<file path="src/rtl/pool_window_feeder.sv">
// Raster-stream to 2x2 window converter feeding the max-pooling unit.
// Buffers one even row and emits non-overlapping stride-2 windows with a valid/ready handshake.
module pool_window_feeder #(
  parameter int unsigned DATA_W = 16,
  parameter int unsigned IMG_W  = 8,
  parameter int unsigned IMG_H  = 8
) (
  input  logic              clk,
  input  logic              rst_n,
  input  logic [DATA_W-1:0] in_data,
  input  logic              in_valid,
  output logic              in_ready,
  output logic [DATA_W-1:0] win_tl,
  output logic [DATA_W-1:0] win_tr,
  output logic [DATA_W-1:0] win_bl,
  output logic [DATA_W-1:0] win_br,
  output logic              win_valid,
  input  logic              win_ready,
  output logic              win_last,
  output logic              frame_done
);

  localparam int unsigned ColW = $clog2(IMG_W);
  localparam int unsigned RowW = $clog2(IMG_H);
  localparam logic [ColW-1:0] ColLast = ColW'(IMG_W - 1);
  localparam logic [RowW-1:0] RowLast = RowW'(IMG_H - 1);

  logic [ColW-1:0]   col_q, col_d;
  logic [RowW-1:0]   row_q, row_d;
  logic [DATA_W-1:0] linebuf_q [IMG_W];
  logic [DATA_W-1:0] hold_q;
  logic [DATA_W-1:0] tl_q, tl_d, tr_q, tr_d, bl_q, bl_d, br_q, br_d;
  logic              win_valid_q, win_valid_d;
  logic              win_last_q, win_last_d;
  logic              frame_done_q, frame_done_d;

  logic              accept;
  logic              odd_row, odd_col;
  logic              col_end, row_end;
  logic              load_win;
  logic [ColW-1:0]   col_pair;

  // A stalled window blocks input on every row so counters and buffers stay frozen.
  assign in_ready = ~win_valid_q | win_ready;
  assign accept   = in_valid & in_ready;
  assign odd_row  = row_q[0];
  assign odd_col  = col_q[0];
  assign col_end  = (col_q == ColLast);
  assign row_end  = (row_q == RowLast);
  assign load_win = accept & odd_row & odd_col;
  assign col_pair = col_q & ~ColW'(1);

  always_comb begin
    col_d = col_q;
    row_d = row_q;
    if (accept) begin
      if (col_end) begin
        col_d = '0;
        row_d = row_end ? '0 : row_q + 1'b1;
      end else begin
        col_d = col_q + 1'b1;
      end
    end
  end

  always_comb begin
    tl_d        = tl_q;
    tr_d        = tr_q;
    bl_d        = bl_q;
    br_d        = br_q;
    win_valid_d = win_valid_q;
    win_last_d  = win_last_q;
    if (load_win) begin
      // Reload wins over a same-cycle downstream accept, keeping full throughput.
      tl_d        = linebuf_q[col_pair];
      tr_d        = linebuf_q[col_q];
      bl_d        = hold_q;
      br_d        = in_data;
      win_valid_d = 1'b1;
      win_last_d  = row_end & col_end;
    end else if (win_valid_q & win_ready) begin
      win_valid_d = 1'b0;
      win_last_d  = 1'b0;
    end
    frame_done_d = win_valid_q & win_ready & win_last_q;
  end

  always_ff @(posedge clk or negedge rst_n) begin
    if (!rst_n) begin
      col_q        <= '0;
      row_q        <= '0;
      tl_q         <= '0;
      tr_q         <= '0;
      bl_q         <= '0;
      br_q         <= '0;
      win_valid_q  <= 1'b0;
      win_last_q   <= 1'b0;
      frame_done_q <= 1'b0;
    end else begin
      col_q        <= col_d;
      row_q        <= row_d;
      tl_q         <= tl_d;
      tr_q         <= tr_d;
      bl_q         <= bl_d;
      br_q         <= br_d;
      win_valid_q  <= win_valid_d;
      win_last_q   <= win_last_d;
      frame_done_q <= frame_done_d;
    end
  end

  // Data storage needs no reset: it is always written before it is read.
  always_ff @(posedge clk) begin
    if (accept && !odd_row) begin
      linebuf_q[col_q] <= in_data;
    end
    if (accept && odd_row && !odd_col) begin
      hold_q <= in_data;
    end
  end

  assign win_tl     = tl_q;
  assign win_tr     = tr_q;
  assign win_bl     = bl_q;
  assign win_br     = br_q;
  assign win_valid  = win_valid_q;
  assign win_last   = win_last_q;
  assign frame_done = frame_done_q;

endmodule

</file>
<file path="config.mk">
export PLATFORM = sky130hd
export DESIGN_NAME = pool_window_feeder
export DESIGN_NICKNAME = d
export VERILOG_FILES = /design/src/rtl/pool_window_feeder.sv
export SDC_FILE = /design/constraint.sdc
export NUM_CORES = 1
export LEC_CHECK = 0
export CAP_MARGIN = 30
export CORE_MARGIN = 2
export CORE_UTILIZATION = 60
export CTS_CLUSTER_DIAMETER = 100
export DETAILED_ROUTE_END_ITERATION = 10
export DONT_BUFFER_PORTS = 1
export GPL_ROUTABILITY_DRIVEN = 0
export GPL_TIMING_DRIVEN = 0
export HOLD_SLACK_MARGIN = 0.15
export MAX_ROUTING_LAYER = met4
export PLACE_DENSITY = 0.79
export SYNTH_ARGS = -nofsm -noshare
export SYNTH_HDL_FRONTEND = slang
export SYNTH_SLANG_ARGS = --single-unit
</file>
<file path="constraint.sdc">
create_clock -name clk -period 4.7 [get_ports clk]
set_clock_uncertainty 0.1 [all_clocks]
set_input_delay 0.705 -clock clk [delete_from_list [all_inputs] [get_ports clk]]
set_output_delay 0.705 -clock clk [all_outputs]
set_load 0.01 [all_outputs]
</file>
## After elaboration in Yosys (flattened, before gate mapping)

Memories as Yosys holds them, arrays and structs flattened. A register that Yosys moved wholly into a read port is not among the register bits.
Index checks and enable logic that the tools add are counted.

- Flip-flop bits (word level): 57
- Logic and storage cells: 37
- Bits in writable memories: 128
- Output and inout port bits: 68
- Input bits: 20
- Memories kept: 1

- Bitwise gates (word level): 8
- Add/subtract/negate cells: 2
- Multiplexer cells: 7
- Reduce and logical (&&, ||, !) cells: 9
- Equal/unequal tests: 2

Memory list:

| memory | depth | width | rd ports | clocked after Yosys merged registers in | write ports | RTL line | text |
|---|---|---|---|---|---|---|---|
| linebuf_q | 8 | 16 | 2 | 2 | 1 | 30 | `logic [DATA_W-1:0] linebuf_q [IMG_W];` |

Operator list:

| cell | count |
|---|---|
| adder 3 x 1 -> 3 bit, second input constant | 2 |
| bitwise AND 1 bit | 6 |
| equality test 3 bit, second input constant | 2 |
| 2-to-1 mux 3 bit | 2 |
| 2-to-1 mux 1 bit | 5 |
| zero test 1 bit | 4 |
| logical AND 1 bit | 3 |
| AND reduction 2 bit | 1 |
| nonzero test 2 bit | 1 |
| NOT 1 bit | 1 |
| bitwise OR 1 bit | 1 |

## Logic depth before layout (Yosys ltp)

Gate-level depths: netlist (run 1).

- Depth in word-level cells: 6
- Depth in mapped cells: 8
- Gate-level depth less buffers: 4

## Least setup slack after synthesis (run 1)

No wires, ideal clock.

- Path kind: input to register
- Start: input port in_valid
- End: memory linebuf_q[0][0], enable pin
- Library setup time: 430 ps
- Path slack: 1339 ps
- Required time: 4170 ps
- Path buffers: 1
- Arrival: 2831 ps
- Stages: 3
- Cell sequence: clkbuf_1 -> nand2_1 -> nor4_1

- Longest elaborated chain between the ends: 4

RTL lines:

| element | RTL line | text |
|---|---|---|
| start: declaration | 11 | `input logic in_valid,` |
| bitwise AND 1 bit | 45 | `assign accept = in_valid & in_ready;` |
| logical AND 1 bit | 114 | `if (accept && !odd_row) begin` |
| 2-to-1 mux 1 bit | 114 |  |
| 2-to-1 mux 1 bit (not written as such) | 115 | `linebuf_q[col_q] <= in_data;` |
| end: declaration | 30 |  |

Every way passes these cells.

## Worst setup path after layout (run 1)

- Start: register col_q[1]
- End: memory linebuf_q[0][4], enable pin

RTL lines:

| element | RTL line | text |
|---|---|---|
| start: declaration | 28 | `logic [ColW-1:0] col_q, col_d;` |
| start signal: assignment | 100 | `col_q <= col_d;` |

Straight into the memory's write port.

==> flow_summary.toml, run 1 <==
[worst_setup_path]
crit_path_end_kind = "flip-flop"
cpPeakStageDelay_ns = 0.74
cp_max_fo = 10
reg2reg_setup_slack_ns = 1.78
critPathArrivalTime_ns = 3.03
required_ns = 4.81
critPathLaunch = "col_q[1]$_DFFE_PN0N_"
r2r_cells = 6
critPathCapture = "linebuf_q[0][4]$_DFFE_PP_"
r2r-start = "col_q[1]$_DFFE_PN0N_"
rr_endpoint = "linebuf_q[0][4]$_DFFE_PP_"
cpMaxStageDelayCell = "nor4_2"
path_class = "flip-flop to flip-flop"
start_kind = "flip-flop"
crit_path_cell_trace = "buf_6 > or2_2 > buf_2 > buf_1 > nor4_2 > buf_4"

[layout]
layout_common_cells = "144 x edfxtp_1, 73 x dfrtp_1, 65 x mux2i_1, 43 x mux2_4, 32 x o22a_1"
final_area_sq_um = 10220
fillCellCount = 851
n_antenna_cell = 0
area_growth_pct = 13.79
nets = 545
final_common_cell = "edfxtp_1"
final_util_pct = 70.04
drive_above_1_share_pct = 29.00
multiInputGateArea_sq_um = 2624
seqCellArea_sq_um = 6151

[die]
dieWidth_um = 126.3
fp.dieH_um = 126.3
initial_utilization_pct = 61.55
ios = 88
dieArea_sq_um = 15960
rows = 44
core_sq_um = 14590

[sta]
clock.fmax_mhz = 342.4
report.final.slew_viol_count = 0
post-route-period-util_pct = 62.14
worst_slew_pin_slew_ns = 0.9013
hold_violations = 0
final.setup.tns_ns = 0
rsz0062_at_grt = "false"
setup_viol = 0
relSlewSlack_pct = 39.42
fin_crit_ns = 2.921

[yosys]
synth_top_cell_area_share_pct = 48.15
yosys_most_used_dff = "edfxtp_1"
yosysTopAreaCell = "edfxtp_1"
synthTopCellsByArea = "edfxtp_1 48%, dfrtp_1 20%, mux2i_1 7.2%"
ys_types = 30
syn_inst = 481
synth_edf_count = 144
syn_avg_cell_area_sq_um = 18.67
synth_area_sq_um = 8980
synthArstFlopShare_pct = 33.64
synth_seq_area_share_pct = 68.50
ys_ff_latch = 217
syn-num-nets = 505
ys_warn_count = 0

[power]
p_leak_nw = 3.864
powerDensity_nw_per_um2 = 685.3
vdd_drop_max_mv = 0.4261
p_total_mw = 7.003

[global_route]
grt_max_degree = 74
grt_pass1_vias = 5057
antenna_found_initial = 0
grt_first_pass_wirelength_mm = 31.73
grt_usage_pct = 27.53
grt.overflow.total = 0

[worst_hold_path]
hold_class = "input pin to flip-flop"

[clock_network]
cts_root_buf = "clkbuf_16"
clock_path_buffers = 3
clock_latency_ns = 0.51
cts.clk_slew.worst_paths_ns = 0.07
cts_buffers = 23
cts_tree = "done"
cts_sinks = 217
htreeDepth = 1

[placed_design]
postPlaceCellArea_sq_um = 9389
dp_hpwl_mm = 12.97
io_buffers = 0

[routing]
wl_per_cell_um = 29.14
first_iter_violations = 394
dr.pass1.iters = 6
routed_via_density = 6.679
drc = 0
num_vias = 4822
ant_nets = 0
routed_wl_mm = 21.04

[run_status]
status = "complete, no violations"

[job]
drv_cap = 0
## cell type report
| class | count | share of cell area, % |
|---|---|---|
| multi-input cells | 231 | 25.68 |
| flip-flops and latches | 217 | 60.19 |
| plain buffers | 33 | 2.400 |
| repair buffers | 15 | 1.726 |
| well taps | 184 | 2.253 |
| clock inverters | 18 | 2.082 |
| clock buffers | 24 | 5.669 |
## cell families after synthesis
kind of cell    after synthesis  share of synthesized area, %
fa+ha+maj                     4                        0.5574
mux                         135                         20.37
simple gates                 28                         1.798
flops                       217                         68.50
compound gates               64                         6.047
buf+inv                      33                         2.731
## worst max-delay path, delay by kind of cell (launching register included)
| family | cells | cell delay (ns) |
|---|---|---|
| buf+inv | 4 | 1.08 |
| flops | 1 | 0.42 |
| simple gates | 2 | 1.02 |
## worst min path at each step
stage | startpoint | end | cells past startpoint
floorplan | rst_n | col_q[0]$_DFFE_PN0N_ | 0
global placement | rst_n | win_tl[8]$_DFFE_PN0P_ | 0
detailed placement | rst_n | win_tl[8]$_DFFE_PN0P_ | 0
CTS | in_data[6] | linebuf_q[1][6]$_DFFE_PP_ | 0
global route | in_data[6] | linebuf_q[5][6]$_DFFE_PP_ | 0
finish | in_data[6] | linebuf_q[1][6]$_DFFE_PP_ | 0
## synth_stat cells (5+ instances only)
master	number
edfxtp_1	144
dfrtp_1	73
mux2i_1	65
mux2_4	43
o22a_1	32
a31oi_1	22
mux4_1	13
buf_2	12
mux2_2	11
a31oi_2	10
clkbuf_1	9
nor2_1	6
buf_6	5
nand2_1	5
## power breakdown
part / leakage (nW) / switching (mW) / internal (mW)
Sequential: 2.17 / 0.435 / 2.52
Clock: 0.390 / 0.760 / 1.13
Combinational: 1.31 / 1.12 / 1.05
## per-layer routing
layer  vias up  part of all wire [%]  GRT usage [%]
met1      2489                    40          38.26
li1       2002                     -              -
met5         -                     0              -
met2       273                    48          42.13
met3        58                   9.3          5.820
met4         0                   2.6          7.886
## flip-flops by register name, summed over array words and instances (netlist names)
name	count
col_q	3
frame_done	1
hold_q	16
linebuf_q	128
row_q	3
win_bl	16
win_br	16
win_last	1
win_tl	16
win_tr	16
win_valid	1
## per-stage QoR
stage,cells,hold slack [ns],worst slack [ns]
after CTS,722,0.1768,1.796
after global routing,722,0.1726,1.647
after floorplan,481,0.3094,1.339
after detailed placement,678,0.3139,1.420
after global placement,665,0.3130,-0.4261
final,722,0.1821,1.779
## what timing repair did
action	4_1_cts	5_1_grt
resized for setup	0	0
endpoints found under the setup margin	0	0
buffers inserted	0	0
hold buffers	2	0
endpoints found under the hold margin	73	0
Power figures use the tool's default switching activity.
==> inputs of run 2 (changes only) <==
- clock period: 4.7 -> 2.7 ns (I/O delays scaled with it)
==> flow_summary.toml, run 2 (synthesis gave the netlist of run 1 again) <==
[clock_network]
cts_sinks = 217
clock_latency_ns = 0.50
htreeDepth = 1
cts.clk_slew.worst_paths_ns = 0.06
cts_root_buf = "clkbuf_16"
cts_buffers = 22
clock_path_buffers = 3
cts_tree = "done"

[sta]
final.setup.tns_ns = 0
clock.fmax_mhz = 385.4
relSlewSlack_pct = 44.34
worst_slew_pin_slew_ns = 0.8349
hold_ws_ns = 0.3563
setup_viol = 0
fin_crit_ns = 2.595
hold_violations = 0
post-route-period-util_pct = 96.09
report.final.slew_viol_count = 0
rsz0062_at_grt = "false"

[worst_setup_path]
cpLargestDelayFamily = "buffers and inverters"
required_ns = 2.80
critPathArrivalTime_ns = 2.70
crit_path_cell_trace = "buf_6 > or2_2 > buf_2 > buf_1 > nor4_4 > buf_4"
start_kind = "flip-flop"
cp.buffers_inverters = 4
r2r-start = "col_q[1]$_DFFE_PN0N_"
cp_max_fo = 10
crit_path_end_kind = "flip-flop"
critPathLaunch = "col_q[1]$_DFFE_PN0N_"
cpMaxStageDelayCell = "nor4_4"
cpPeakStageDelay_ns = 0.45
reg2reg_setup_slack_ns = 0.11
path_class = "flip-flop to flip-flop"

[power]
p_total_mw = 12.37
vdd_drop_max_mv = 0.7585
powerDensity_nw_per_um2 = 1175
p_leak_nw = 3.981

[global_route]
grtUsageMet2_pct = 44.18
antenna_found_initial = 1
grt_first_pass_wirelength_mm = 32.40
gr-usage-met1_pct = 36.51
grt_max_degree = 74
grt_pass1_vias = 5294
grt_usage_pct = 28.17
grtUsageMet3_pct = 6.495
grt.overflow.total = 0
grt.busiest_layer = "met2"

[placed_design]
io_buffers = 0
dp_hpwl_mm = 12.87
postPlaceCellArea_sq_um = 9429

[job]
drv_cap = 0

[routing]
wl_per_cell_um = 28.82
drc = 0
ant_nets = 0
routed_wl_mm = 21.36
first_iter_violations = 377
dr.pass1.iters = 5
routed_via_density = 6.510
num_vias = 4824

[die]
core_sq_um = 14590
ios = 88
fp.dieH_um = 126.3
rows = 44
dieArea_sq_um = 15960
dieWidth_um = 126.3
initial_utilization_pct = 61.55

[run_status]
status = "complete, no violations"

[layout]
fillCellCount = 801
nets = 564
area_growth_pct = 17.24
seqCellArea_sq_um = 6151
multiInputGateArea_sq_um = 2685
drive_above_1_share_pct = 27.88
layout_common_cells = "144 x edfxtp_1, 73 x dfrtp_1, 65 x mux2i_1, 43 x mux2_4, 32 x o22a_1"
regMostFlops = "linebuf_q"
largest_reg_flops = 128
final_common_cell = "edfxtp_1"
final_util_pct = 72.16
final_area_sq_um = 10530

[worst_hold_path]
hold_class = "input pin to asynchronous set/reset pin"
run 2: cell types whose count changed in the layout (fill, tap and decap cells not counted), sizes merged:
cell         before  now
clkinv           10    4
buf              38   41
diode             0    1
clkinvlp          2    0
dlygate4sd3       1   19
clkbuf           33   40
inv               2    0
run 2: final cells by class:
type                    count  area share [%]
multi-input cells         231           25.51
repair buffers             36           4.053
well taps                 184           2.187
clock buffers              32           6.168
diodes                      1         0.02377
clock inverters             8           1.331
plain buffers              32           2.306
flip-flops and latches    217           58.43
run 2: stage by stage:
step / instances / setup slack (ns)
2_1_floorplan: 481 / -0.03425
3_3_place_gp: 665 / -1.120
3_5_place_dp: 674 / -0.1893
4_1_cts: 738 / -0.09373
5_1_grt: 741 / 0.01134
6_report: 741 / 0.1054
run 2: routing by layer:
metal	vias to the layer above	share of wire, %	wire [um]
met3	46	9.6	2054
met1	2463	39	8252
met4	0	2.7	576
met5	-	0	0
li1	2034	-	-
met2	281	49	10470
run 2: repair_timing:
item                                    CTS  global route
pin swaps                                 3             2
setup buffers                             5             2
resized for setup                         0             7
hold buffers                             20             0
endpoints found under the hold margin   238             0
endpoints found under the setup margin   54            71
run 2: path summary, 6_finish.rpt:
path	end	cells past startpoint
max in group asynchronous	win_tr[4]$_DFFE_PN0P_	2
setup reg to reg	linebuf_q[0][13]$_DFFE_PP_	6
min in group clk	win_br[2]$_DFFE_PN0P_	3
hold reg to reg	win_bl[9]$_DFFE_PN0P_	1
hold / removal	row_q[2]$_DFFE_PN0P_	2
setup / recovery	linebuf_q[0][13]$_DFFE_PP_	6
run 2: where the power goes:
group | internal [mW] | switching, mW
clock network | 2.05 | 1.23
logic | 1.89 | 2.04
registers | 4.38 | 0.772
